==> src/rtl/serial_tx.sv <==
// Parallel-in, serial-out frame transmitter: start bit, DATA_W data bits LSB first, stop bit.
// Define SERIAL_TX_PARITY_EN to insert an even parity bit between the data and stop bits.
module serial_tx #(
    parameter int unsigned DATA_W       = 8,
    parameter int unsigned CLKS_PER_BIT = 4
) (
    input  logic              clk,
    input  logic              reset,
    input  logic [DATA_W-1:0] din,
    input  logic              din_valid,
    output logic              din_ready,
    output logic              dout,
    output logic              busy
);

    localparam int unsigned DivW = $clog2(CLKS_PER_BIT) + 1;
    localparam int unsigned BitW = $clog2(DATA_W) + 1;
    localparam logic [DivW-1:0] DivLast = DivW'(CLKS_PER_BIT - 1);
    localparam logic [BitW-1:0] BitLast = BitW'(DATA_W - 1);

    typedef enum logic [2:0] {
        StIdle,
        StStart,
        StData,
`ifdef SERIAL_TX_PARITY_EN
        StParity,
`endif
        StStop
    } state_e;

    state_e            state_q, state_d;
    logic [DivW-1:0]   div_q, div_d;
    logic [BitW-1:0]   bit_q, bit_d;
    logic [DATA_W-1:0] shift_q, shift_d;
    logic              bit_end;

`ifdef SERIAL_TX_PARITY_EN
    logic par_q, par_d;
`endif

    assign bit_end = (div_q == DivLast);

    always_ff @(posedge clk) begin
        if (!reset) begin
            state_q <= StIdle;
            div_q   <= '0;
            bit_q   <= '0;
            shift_q <= '0;
`ifdef SERIAL_TX_PARITY_EN
            par_q   <= 1'b0;
`endif
        end else begin
            state_q <= state_d;
            div_q   <= div_d;
            bit_q   <= bit_d;
            shift_q <= shift_d;
`ifdef SERIAL_TX_PARITY_EN
            par_q   <= par_d;
`endif
        end
    end

    always_comb begin
        state_d = state_q;
        div_d   = div_q;
        bit_d   = bit_q;
        shift_d = shift_q;
`ifdef SERIAL_TX_PARITY_EN
        par_d   = par_q;
`endif
        // The divider free-runs in every non-idle state and wraps on each bit boundary.
        if (state_q != StIdle) begin
            div_d = bit_end ? '0 : div_q + 1'b1;
        end

        unique case (state_q)
            StIdle: begin
                if (din_valid) begin
                    state_d = StStart;
                    div_d   = '0;
                    bit_d   = '0;
                    shift_d = din;
`ifdef SERIAL_TX_PARITY_EN
                    par_d   = ^din;
`endif
                end
            end
            StStart: begin
                if (bit_end) state_d = StData;
            end
            StData: begin
                if (bit_end) begin
                    shift_d = shift_q >> 1;
                    if (bit_q == BitLast) begin
                        bit_d = '0;
`ifdef SERIAL_TX_PARITY_EN
                        state_d = StParity;
`else
                        state_d = StStop;
`endif
                    end else begin
                        bit_d = bit_q + 1'b1;
                    end
                end
            end
`ifdef SERIAL_TX_PARITY_EN
            StParity: begin
                if (bit_end) state_d = StStop;
            end
`endif
            StStop: begin
                if (bit_end) state_d = StIdle;
            end
            default: state_d = StIdle;
        endcase
    end

    // Line level is decoded purely from registered state, so it moves on the accepting edge.
    always_comb begin
        dout = 1'b1;
        unique case (state_q)
            StStart:  dout = 1'b0;
            StData:   dout = shift_q[0];
`ifdef SERIAL_TX_PARITY_EN
            StParity: dout = par_q;
`endif
            default:  dout = 1'b1;
        endcase
    end

    assign din_ready = (state_q == StIdle);
    assign busy      = ~din_ready;

endmodule

==> config.mk <==
export PLATFORM = sky130hd
export DESIGN_NAME = serial_tx
export DESIGN_NICKNAME = d
export VERILOG_FILES = /design/src/rtl/serial_tx.sv
export SDC_FILE = /design/constraint.sdc
export NUM_CORES = 1
export LEC_CHECK = 0
export ABC_AREA = 0
export ABC_CLOCK_PERIOD_IN_PS = 4800
export CAP_MARGIN = 20
export CORE_MARGIN = 3
export CORE_UTILIZATION = 45
export CTS_CLUSTER_SIZE = 12
export DETAILED_ROUTE_END_ITERATION = 10
export HOLD_SLACK_MARGIN = 0.12
export PLACE_DENSITY_LB_ADDON = 0.08
export SYNTH_ARGS = -nofsm -noshare
export SYNTH_HDL_FRONTEND = slang
export SYNTH_SLANG_ARGS = --single-unit
==> constraint.sdc <==
create_clock -name clk -period 4.8 [get_ports clk]
set_input_delay 0.72 -clock clk [delete_from_list [all_inputs] [get_ports clk]]
set_output_delay 0.72 -clock clk [all_outputs]
set_load 0.005 [all_outputs]
==> flow_summary.rst <==
.. list-table::
   :header-rows: 1

   * - Metric
     - Value
   * - Final period demand of the worst path
     - between 2 and 3 ns
   * - Number of setup violations in the final report
     - 0
   * - Commonest non-fill, non-tap cells in the layout
     - sky130_fd_sc_hd__dfxtp_1, sky130_fd_sc_hd__nand2_1, sky130_fd_sc_hd__clkdlybuf4s50_1
   * - Critical path capture point type
     - output pin
   * - Starting DRT DRC Count
     - 6
   * - Post-synthesis instance area
     - 965 µm²
   * - Syn avg cell area
     - 9.55 µm²
   * - Ranking of synthesized cells by area
     - sky130_fd_sc_hd__dfxtp_1, sky130_fd_sc_hd__ha_1, sky130_fd_sc_hd__mux2i_1
   * - Start-to-end type of the worst setup path
     - reg -> out
   * - Via count of the first global-routing pass
     - between 600 and 700
   * - Cell chain of the critical path
     - inv_1 -> ha_1 -> mux2i_1 -> clkdlybuf4s50_1
   * - Reg-to-reg slack, setup
     - between 2 and 3 ns
   * - Switching power share of the total
     - 0.398
   * - Share of final-layout standard cells stronger than drive strength 1
     - 0.0708
   * - Diodes inserted
     - 0
   * - Average wire per standard cell
     - 11.7 µm
   * - Max transition margin
     - 0.545
   * - Count of antenna-violating nets left after detailed routing
     - 0
   * - Final WS setup
     - slightly below 2 ns
   * - Capturing element of the worst setup path
     - dout
   * - Post-Syn Instances
     - 101
   * - Post-route clock period utilization
     - 0.594
   * - Power density over cell area
     - ~550 nW/µm²
   * - Commonest non-fill, non-tap cell in the layout
     - sky130_fd_sc_hd__dfxtp_1
   * - Final hold violation count
     - 0
   * - IR Drop Worst-Case VDD
     - around 0.33 mV
   * - Total Nets Final
     - 133
   * - Crit path from
     - state_q[0]
   * - Drt total wl
     - 1.64 mm
   * - Count of clock tree sinks
     - 17
   * - Transition time of the tightest slew-check pin
     - approximately 0.68 ns
   * - Proportion of power drawn by the clock network
     - 0.127
   * - Classification of the worst-slack hold path
     - reg -> reg
   * - Maximum number of pins on one net before global-route repair
     - 22
   * - Initial antenna violation count
     - 0
   * - Number of pins exceeding their max-slew limit in the final report
     - 0
   * - Total number of cells along the worst setup path
     - 4
   * - Switching component of the power
     - 245 µW
   * - Final sum of negative setup slack
     - 0 ns
   * - Num rows
     - 16
   * - Count of cell types in the netlist
     - 31
   * - Number of levels in the clock H-tree
     - 1
   * - Clk slew on worst S/H paths
     - 0.10 ns
   * - Grt met2 use
     - 0.207
   * - Kind of start point of the critical path
     - flop
   * - Critical path fanouts, max
     - 15
   * - Number of resized instances in the post-cts repair step
     - 0
   * - Yosys top cell area share
     - 0.353
   * - Dominant cell type by area after synthesis
     - sky130_fd_sc_hd__dfxtp_1
   * - Delay-heaviest family, CP
     - buffers and inverters
   * - Reg2reg end
     - bit_q[3]
   * - Nets in the synthesized netlist
     - 120
   * - Data required time of the worst path
     - 4.08 ns
   * - Met3 Track Usage GR
     - 0.0513
   * - Data arrival time of the worst path
     - 2.13 ns
   * - Root buffer cell
     - sky130_fd_sc_hd__clkbuf_4
   * - Port Buffers
     - 13
   * - RSZ-0062 raised after global routing
     - no
   * - Design internal power
     - 370 µW
   * - Layer carrying the most global-route usage
     - met2
   * - Worst path buffer plus inverter count
     - 2
   * - Post-route DRC violation count
     - 0
   * - Average via count per standard cell
     - 5.15
   * - Total global-route track usage
     - 0.140
   * - Maximum clock skew at final layout
     - 0.00608 ns
   * - Reg2reg path depth
     - 6
   * - TritonCTS clock tree
     - done
   * - Routability-driven placement congestion ratio
     - 0.763
   * - Initial standard-cell utilization of the core
     - 0.482
   * - HPWL after detailed placement
     - 1.20 mm
   * - Height of the die
     - 52.3 µm
   * - Stage delay of the slowest cell on the critical path
     - 0.60 ns
   * - Result of the run
     - completed
   * - Area enclosed by the die boundary
     - ~2700 µm²
   * - Launch point of the worst reg-to-reg path
     - state_q[0]
   * - Cts hold-fix bufs
     - 0
   * - CTS Buffer Depth
     - 2
   * - Die span in x
     - 52.3 µm
   * - TritonCTS buffer count
     - 3
   * - Synthesis-to-layout area growth
     - 16.5%
   * - Worst Setup Slack post-DPL
     - about 2.3 ns
   * - Sequential area share after synthesis
     - 0.353
   * - Cell with the largest stage delay on the worst path
     - sky130_fd_sc_hd__ha_1
   * - Highest clock frequency the design can meet
     - 351 MHz
   * - Max-Cap Viols
     - 0
   * - Global-route met1 utilization
     - 0.184
   * - Worst hold start
     - shift_q[7]
   * - First-pass detailed-route iteration total
     - 4
   * - Seq cells post-synth
     - 17
   * - Ys Warns
     - 0
   * - Global-route wire length before repair
     - around 2.8 mm
   * - Area of the placeable core
     - 2000 µm²
   * - Fraction of power consumed by combinational cells
     - 0.538
   * - Routed via count
     - 721
   * - Number of buffers added for setup after CTS
     - 0
   * - Remaining Overflow, GRT
     - 0
   * - Worst-Skew Late Latency
     - approximately 0.30 ns
   * - Boundary Pins
     - 14
   * - Leakage power figure
     - 0.000495 µW
   * - Share of total power in sequential cells
     - 0.335
==> worst register-to-register path, cell delays in order (launching register included) <==
cell and delay (ns):
sky130_fd_sc_hd__dfxtp_1 0.39, sky130_fd_sc_hd__inv_1 0.10, sky130_fd_sc_hd__ha_1 0.30, sky130_fd_sc_hd__and2b_1 0.27
sky130_fd_sc_hd__a211oi_4 0.56, sky130_fd_sc_hd__nand3_2 0.16, sky130_fd_sc_hd__o32ai_2 0.27
==> through the flow <==
step                      utilization  hold slack (ns)  area (µm²)  power (µW)  cells
after floorplan                     -            0.441         965         470    101
after global placement          0.548            0.461        1100         541    136
after detailed placement        0.548            0.467        1100         545    136
after CTS                       0.561            0.482        1120         625    140
after global routing            0.561            0.511        1120         672    140
final                           0.561            0.477        1120         615    140
==> logic make-up (layout without fill, tap and decap cells) <==
kind of cell / Yosys count / count (layout) / share of synthesized area
adder cells (fa/ha/maj): 8 / 8 / 0.104
buffers and inverters: 9 / 21 / 0.0480
flip-flops: 17 / 17 / 0.353
multiplexers: 9 / 9 / 0.0934
AND/OR/NAND/NOR: 38 / 38 / 0.205
AO/OA/AOI/OAI: 20 / 20 / 0.197
==> final cells by class <==
class | count | area (µm²)
clock buffer | 4 | 26.3
timing repair buffer | 13 | 130
sequential | 17 | 340
fill | 196 | 878
multi-input combinational | 75 | 578
tap | 27 | 33.8
inverter | 4 | 15.0
==> Yosys cell counts, drive strengths merged <==
cell type,n
or2,1
buf,3
o32ai,1
clkbuf,2
nand2,16
a211o,1
inv,4
mux2i,9
nor2,4
nand3b,2
nor2b,3
dfxtp,17
a32o,1
and2b,1
and3,1
nand4b,1
a22oi,1
nand2b,4
a21boi,3
o21ai,2
nor3b,1
o211a,7
nand3,4
ha,8
a221oi,1
a21oi,2
a211oi,1
==> per-layer routing <==
layer  up-vias  routed length (µm)
met5         -                   0
met4         0                  27
met3         4                  71
met2        12                 739
met1       327                 803
li1        378                   -
==> worst min-delay path by stage <==
stage | end | slack [ns] | cells after the start
finish | shift_q[7] | 0.48 | 2
global route | div_q[2] | 0.51 | 1
CTS | div_q[2] | 0.48 | 1
detailed placement | div_q[2] | 0.47 | 1
global placement | div_q[2] | 0.46 | 1
floorplan | shift_q[7] | 0.44 | 2
==> registers in the layout, summed over array words and instances, names as in the netlist <==
| name | flops |
|---|---|
| shift_q | 8 |
| bit_q | 4 |
| div_q | 3 |
| state_q | 2 |
==> power by group through the flow <==
stage	combinational (µW)	clock, µW	sequential, µW
after CTS	336	82.5	206
final	331	77.9	206
after global placement	332	0	208
after global routing	372	88.3	211
after detailed placement	336	0	210
after floorplan	266	0	204
Note: power is estimated with default switching activity, not from simulation.
